==> src/rtl/load_store_unit_if.sv <==
// load_store_unit_if: data-memory bus between the load/store unit and data memory.
//   master (LSU)   : drives mem_req, mem_we, mem_addr, mem_wdata, mem_wstrb
//   slave  (memory): drives mem_ready, mem_rdata
// mem_ready marks the cycle a write is accepted or read data is returned;
// mem_rdata is only meaningful when mem_ready && !mem_we.
interface load_store_unit_if #(
    parameter int ADDR_WIDTH = 32,
    parameter int XLEN       = 32
);
    logic                  mem_req;
    logic                  mem_we;
    logic [ADDR_WIDTH-1:0] mem_addr;
    logic [XLEN-1:0]       mem_wdata;
    logic [3:0]            mem_wstrb;
    logic                  mem_ready;
    logic [XLEN-1:0]       mem_rdata;

    modport master (
        output mem_req, mem_we, mem_addr, mem_wdata, mem_wstrb,
        input  mem_ready, mem_rdata
    );

    modport slave (
        input  mem_req, mem_we, mem_addr, mem_wdata, mem_wstrb,
        output mem_ready, mem_rdata
    );
endinterface

==> src/rtl/load_store_unit.sv <==
// load_store_unit: data-memory access stage behind the decoder.
// Accepts a load/store in IDLE, issues one request on the memory bus, waits
// for mem_ready, then spends one DONE cycle (stall released, load_valid for
// loads) before returning to IDLE.
//
// Ports:
//   clk, rst            core clock, synchronous active-high reset
//   dmem_read/write     decoder strobes for the current instruction
//   funct3              size/sign: 000 B, 001 H, 010 W, 100 BU, 101 HU
//   addr, store_data    effective byte address, rs2 value
//   stall               hold the core (combinational on acceptance)
//   load_data           extended load result, held until the next load
//   load_valid, fault   single-cycle registered pulses
//   mem                 memory bus (load_store_unit_if.master)
//
// Build option: LSU_FAULT_EN
//   defined   - misaligned / illegal / double-strobe accesses are refused
//               and reported with a one-cycle fault pulse.
//   undefined - fault stays 0; every access is performed after forcing it
//               legal (misaligned offset bits cleared, bad funct3 -> W,
//               both strobes -> read).
// Only XLEN = 32 is supported.
module load_store_unit #(
    parameter int ADDR_WIDTH = 32,
    parameter int XLEN       = 32
) (
    input  logic                  clk,
    input  logic                  rst,
    input  logic                  dmem_read,
    input  logic                  dmem_write,
    input  logic [2:0]            funct3,
    input  logic [ADDR_WIDTH-1:0] addr,
    input  logic [XLEN-1:0]       store_data,
    output logic                  stall,
    output logic [XLEN-1:0]       load_data,
    output logic                  load_valid,
    output logic                  fault,
    load_store_unit_if.master     mem
);

    typedef enum logic [1:0] {IDLE, REQ, DONE} state_t;

    typedef struct packed {
        logic                  we;
        logic [2:0]            f3;
        logic [1:0]            off;   // byte offset used for lane selection
        logic [ADDR_WIDTH-3:0] word;
        logic [XLEN-1:0]       data;
    } req_t;

    state_t state;
    req_t   r;

    logic       any_strobe, is_store, f3_ok, illegal, accept;
    logic [2:0] f3_n;
    logic [1:0] off_n;

    // Request classification. Normalisation is always applied: in the
    // fault build an accepted access is already legal, so it is a no-op.
    always_comb begin
        any_strobe = dmem_read | dmem_write;
        is_store   = dmem_write & ~dmem_read;  // both strobes decode as a read
        if (is_store)
            f3_ok = (funct3 == 3'b000) || (funct3 == 3'b001) || (funct3 == 3'b010);
        else
            f3_ok = (funct3 != 3'b011) && (funct3[2:1] != 2'b11);
        f3_n = f3_ok ? funct3 : 3'b010;
        case (f3_n[1:0])
            2'b00:   off_n = addr[1:0];
            2'b01:   off_n = {addr[1], 1'b0};
            default: off_n = 2'b00;
        endcase
`ifdef LSU_FAULT_EN
        illegal = (dmem_read & dmem_write) | ~f3_ok
                | ((funct3[1:0] == 2'b01) && addr[0])
                | ((funct3[1:0] == 2'b10) && (addr[1:0] != 2'b00));
`else
        illegal = 1'b0;
`endif
        accept = (state == IDLE) && any_strobe && !illegal;
        stall  = accept || (state == REQ);
    end

    // Store lane formatting and address, all from the latched request so
    // the bus stays stable for the whole REQ phase.
    logic [XLEN-1:0] wdata;
    logic [3:0]      wstrb;
    always_comb begin
        case (r.f3[1:0])
            2'b00: begin
                wdata = {4{r.data[7:0]}};
                wstrb = 4'b0001 << r.off;
            end
            2'b01: begin
                wdata = {2{r.data[15:0]}};
                wstrb = 4'b0011 << r.off;
            end
            default: begin
                wdata = r.data;
                wstrb = 4'b1111;
            end
        endcase
    end

    assign mem.mem_we    = r.we;
    assign mem.mem_addr  = {r.word, 2'b00};
    assign mem.mem_wdata = wdata;
    assign mem.mem_wstrb = r.we ? wstrb : 4'b0000;

    // Load lane extraction and extension.
    logic [7:0]      byte_l;
    logic [15:0]     half_l;
    logic [XLEN-1:0] ld_ext;
    always_comb begin
        byte_l = 8'(mem.mem_rdata >> {r.off, 3'b000});
        half_l = 16'(mem.mem_rdata >> {r.off[1], 4'b0000});
        case (r.f3)
            3'b000:  ld_ext = {{(XLEN-8){byte_l[7]}}, byte_l};
            3'b001:  ld_ext = {{(XLEN-16){half_l[15]}}, half_l};
            3'b100:  ld_ext = {{(XLEN-8){1'b0}}, byte_l};
            3'b101:  ld_ext = {{(XLEN-16){1'b0}}, half_l};
            default: ld_ext = mem.mem_rdata;
        endcase
    end

    always_ff @(posedge clk) begin
        if (rst) begin
            state       <= IDLE;
            r           <= '0;
            load_data   <= '0;
            load_valid  <= 1'b0;
            fault       <= 1'b0;
            mem.mem_req <= 1'b0;
        end else begin
            load_valid <= 1'b0;
            fault      <= 1'b0;
            case (state)
                IDLE: begin
                    if (accept) begin
                        r.we        <= is_store;
                        r.f3        <= f3_n;
                        r.off       <= off_n;
                        r.word      <= addr[ADDR_WIDTH-1:2];
                        r.data      <= store_data;
                        mem.mem_req <= 1'b1;
                        state       <= REQ;
                    end else if (any_strobe && illegal) begin
                        fault <= 1'b1;
                    end
                end
                REQ: begin
                    if (mem.mem_ready) begin
                        mem.mem_req <= 1'b0;
                        state       <= DONE;
                        if (!r.we) begin
                            load_data  <= ld_ext;
                            load_valid <= 1'b1;
                        end
                    end
                end
                // Strobes still held for the finishing instruction are ignored.
                DONE:    state <= IDLE;
                default: state <= IDLE;
            endcase
        end
    end

endmodule

==> src/flat_wrapper.sv <==
// flat-port wrapper written by rule: the top's interface ports become plain ports
module load_store_unit_flat 
#(
    parameter int ADDR_WIDTH = 32,
    parameter int XLEN       = 32
)
  (clk, rst, dmem_read, dmem_write, funct3, addr, store_data, stall, load_data, load_valid, fault, mem_mem_req, mem_mem_we, mem_mem_addr, mem_mem_wdata, mem_mem_wstrb, mem_mem_ready, mem_mem_rdata);
  load_store_unit_if #(.ADDR_WIDTH(ADDR_WIDTH), .XLEN(XLEN)) mem_i ();
  input  logic clk;
  input  logic rst;
  input  logic dmem_read;
  input  logic dmem_write;
  input  logic [2:0] funct3;
  input  logic [ADDR_WIDTH-1:0] addr;
  input  logic [XLEN-1:0] store_data;
  output logic stall;
  output logic [XLEN-1:0] load_data;
  output logic load_valid;
  output logic fault;
  output wire logic [$bits(mem_i.mem_req)-1:0] mem_mem_req;
  output wire logic [$bits(mem_i.mem_we)-1:0] mem_mem_we;
  output wire logic [$bits(mem_i.mem_addr)-1:0] mem_mem_addr;
  output wire logic [$bits(mem_i.mem_wdata)-1:0] mem_mem_wdata;
  output wire logic [$bits(mem_i.mem_wstrb)-1:0] mem_mem_wstrb;
  input wire logic [$bits(mem_i.mem_ready)-1:0] mem_mem_ready;
  input wire logic [$bits(mem_i.mem_rdata)-1:0] mem_mem_rdata;
  assign mem_mem_req = mem_i.mem_req;
  assign mem_mem_we = mem_i.mem_we;
  assign mem_mem_addr = mem_i.mem_addr;
  assign mem_mem_wdata = mem_i.mem_wdata;
  assign mem_mem_wstrb = mem_i.mem_wstrb;
  assign mem_i.mem_ready = mem_mem_ready;
  assign mem_i.mem_rdata = mem_mem_rdata;
  load_store_unit #(.ADDR_WIDTH(ADDR_WIDTH), .XLEN(XLEN)) u_core (.clk(clk), .rst(rst), .dmem_read(dmem_read), .dmem_write(dmem_write), .funct3(funct3), .addr(addr), .store_data(store_data), .stall(stall), .load_data(load_data), .load_valid(load_valid), .fault(fault), .mem(mem_i));
endmodule
==> config.mk <==
export PLATFORM = sky130hd
export DESIGN_NAME = load_store_unit_flat
export DESIGN_NICKNAME = d
export VERILOG_FILES = /design/src/rtl/load_store_unit_if.sv /design/src/rtl/load_store_unit.sv /design/src/flat_wrapper.sv
export SDC_FILE = /design/constraint.sdc
export NUM_CORES = 1
export LEC_CHECK = 0
export CORE_ASPECT_RATIO = 1.5
export CORE_MARGIN = 1.5
export CORE_UTILIZATION = 43
export DETAILED_ROUTE_END_ITERATION = 8
export GPL_TIMING_DRIVEN = 0
export PLACE_DENSITY = 0.81
export SYNTH_ARGS = -nofsm -noshare
export SYNTH_HDL_FRONTEND = slang
export SYNTH_SLANG_ARGS = --single-unit
==> constraint.sdc <==
create_clock -name clk -period 1.93 [get_ports clk]
set_clock_uncertainty 0.1 [all_clocks]
set_input_delay 0.386 -clock clk [delete_from_list [all_inputs] [get_ports clk]]
set_output_delay 0.386 -clock clk [all_outputs]
set_load 0.005 [all_outputs]
==> results of run 1 <==
-- logic make-up after synthesis --
group           after synthesis
simple gates                216
buf+inv                      93
flops                       104
other cells                   1
mux                          35
compound gates              172
-- synth_stat cells (all sizes together) --
library cell / number
clkbuf: 34
o22ai: 1
nand4bb: 1
or4b: 1
mux2: 16
a21oi: 87
or3: 1
a2bb2oi: 7
o21a: 4
nand2: 148
o21ai: 28
mux2i: 18
nor2b: 3
a211oi: 17
and3: 17
nand3: 5
clkinv: 1
buf: 58
dfxtp: 104
nand2b: 4
conb: 1
mux4: 1
a22o: 7
nand4b: 2
a32oi: 7
or2: 1
nor2: 27
or3b: 1
and4bb: 1
nand3b: 2
o221a: 7
a22oi: 7
nor3: 2
-- worst max path at each step --
stage / to / slack [ns] / cells past startpoint
floorplan: mem_mem_wdata[24] / 0.18 / 5
global placement: mem_mem_wstrb[0] / -0.76 / 5
detailed placement: mem_mem_wstrb[3] / -0.80 / 5
CTS: mem_mem_wdata[8] / -0.12 / 5
global route: mem_mem_wdata[13] / -0.16 / 5
finish: mem_mem_wdata[13] / -0.12 / 5
-- flip-flops by register name (all words and copies together), names as in the netlist --
signal	count
u_core.load_valid	1
u_core.mem.mem_addr	30
u_core.load_data	32
u_core.state	2
u_core.r	37
u_core.mem.mem_we	1
u_core.mem.mem_req	1
-- where the power goes --
group,leakage (nW),internal (mW),switching [mW]
registers,0.857,2.31,0.121
clock network,0.149,1.13,0.794
logic,2.28,0.971,0.742
-- metrics by stage --
stage               setup TNS (ns)  power (mW)
floorplan                        0        3.13
global placement            -47.64        3.91
detailed placement          -53.19        3.94
CTS                          -1.01        6.06
global route                 -1.41        6.32
finish                      -0.896        6.07
-- what timing repair did --
| item | in CTS | in global routing |
|---|---|---|
| gates cloned | 3 | 0 |
| hold buffers | 0 | 0 |
| pin swaps | 10 | 8 |
| endpoints found under the setup margin | 101 | 93 |
| buffers inserted | 32 | 3 |
| gates resized for setup | 208 | 42 |
-- final cells by class --
class / instances / area (µm²) / area share [%]
plain buffers: 87 / 633 / 7.80
clock buffers: 10 / 229 / 2.82
clock inverters: 5 / 81.3 / 1.00
inverters: 1 / 11.3 / 0.139
multi-input cells: 427 / 2540 / 31.3
flip-flops and latches: 104 / 2090 / 25.8
well taps: 150 / 188 / 2.31
repair buffers: 240 / 2340 / 28.8
-- critical path, delay by kind of cell, from the launching register on --
family,cells,cell delay (ns)
multiplexers,1,0.30
buffers and inverters,3,0.38
flip-flops,1,0.38
AND/OR/NAND/NOR,1,0.16
-- routing by layer --
layer	routed length (µm)	share of wire (%)
met5	0	0
met4	1060	5.6
met3	1270	6.7
met2	9870	52
met1	6770	36
==> run summary, run 1 <==
Max-cap violations = 0
Worst Hold Endpoint = u_core.mem.mem_req$_SDFFE_PP0P_
grt met2 use = 55.7%
post-synthesis register bit count = 104
FP Rows = 48
Worst IR Drop VDD = 0.000480 V
largest family of logic cells by synthesized area = compound AO/OA/AOI/OAI gates
Placed Area = 0.00722 mm²
R2R Path End = u_core.load_data[14]$_SDFFE_PP0P_
GP Congestion = 0.953
layout cells sized above 1 = 22.4%
commonest non-fill, non-tap cells in the layout = clkdlybuf4s50_1, nand2_1, dfxtp_1, a21oi_1, buf_4
pwr/cell area = 748 mW/mm²
Die Y-Extent = 135 µm
H-Tree Depth = 3
CP cell instances = buf_6, nor2_4, buf_6, mux2_4, buf_6
ANT nets after route = 0
compound-cell area share of the yosys netlist = 21.2%
Post-Route WL = 19000 µm
gr ovfl total = 0
Cells after Synth = 621
first-pass GRT wire length = 29300 µm
reg2reg path depth = 8
diode count = 0
met3 GRT Util = 6.48%
dpl ws = -0.795 ns
XOR/XNOR share of the synthesized area = 0%
Slowest cell on crit path = dfxtp_4
Num Clock Sinks = 104
met1 usage = 31.7%
Worst-Skew Late Latency = 0.34 ns
Worst Setup Slack, final = -0.119 ns
r2r setup slk = 0.09 ns
CP Max Fanout = 5
min-delay src = u_core.mem.mem_req$_SDFFE_PP0P_
vias per cell = 5.41
unrepaired setup endpoints after global routing = yes
initial antenna violation count = 0
share of the synthesized area in the top cell type = 41.8%
Worst Tran Pin Value = 0.630 ns
critical path arrival = 1.56 ns
Slew HR = 58.0%
worst min path class = reg2reg
# IOs = 209
drt pass-1 iters = 5
fin area = 0.00812 mm²
fin crit share = 106%
clock transition at the registers of the reported paths = 0.07 ns
Post-DP HPWL = 13400 µm
Fmax = 488 MHz
CTS tree = done
CP startpoint kind = flip-flop
largest net degree at the start of global routing = 17
syn_area_per_cell = 8.02 µm²
Seq/Total Area, Yosys = 41.8%
most common cell after layout, fill and taps aside = clkdlybuf4s50_1
Crit path required time = 1.44 ns
Syn-to-layout area delta = 63.0%
root buf cell = clkbuf_16
Longest Clk Path Bufs = 2
hold depth = 2
Post-Syn Area = 0.00498 mm²
post-synth cell types = 36
drc violations = 0
Final Hold Vio Count = 0
Critical Path Start = u_core.r[65]$_SDFFE_PP0P_
number of DRC markers in iteration 0 = 201
Period minus WS final = 2.05 ns
largest area contributor in the netlist = dfxtp_1
Core Region = 0.0114 mm²
initial core utilization = 43.7%
adder-cell area share of the yosys netlist = 0%
Hold Slack = 0.355 ns
non-filler cells, final = 1024
Via Count = 5540
CP Capture Type = primary output
Final Core Density = 71.2%
overall routing resource usage = 30.7%
CP peak stage delay = 0.38 ns
vias in the first global route = 5769
DR WL/cell = 18.5 µm
die area = 0.0123 mm²
final-report max-slew violation count = 0
buffers added on ports = 204
gr busiest metal = met2
R2R Path Start = u_core.r[65]$_SDFFE_PP0P_
critical path type = reg2out
Final #Nets = 974
Fillers = 910
Pleak = 3.29 nW
Post-Synth Simple-Gate Area = 18.7%
TritonCTS buffer count = 9
CP most frequent cell = buf_6
Die W = 90.9 µm
mux contribution to synthesized area = 7.69%
failing checks = setup timing
synth top area cells = dfxtp_1, nand2_1, a21oi_1
dpl cells = 977
Ys Warns = 0
run status = complete, but fails checks
endpoints failing setup = 12
(Power assumes the default switching activity.)
==> run 2, diff against run 1 <==
CAP_MARGIN = 20   (was default)
==> results of run 2 <==
The final DEF is identical to that of run 1; final timing and power are the same.
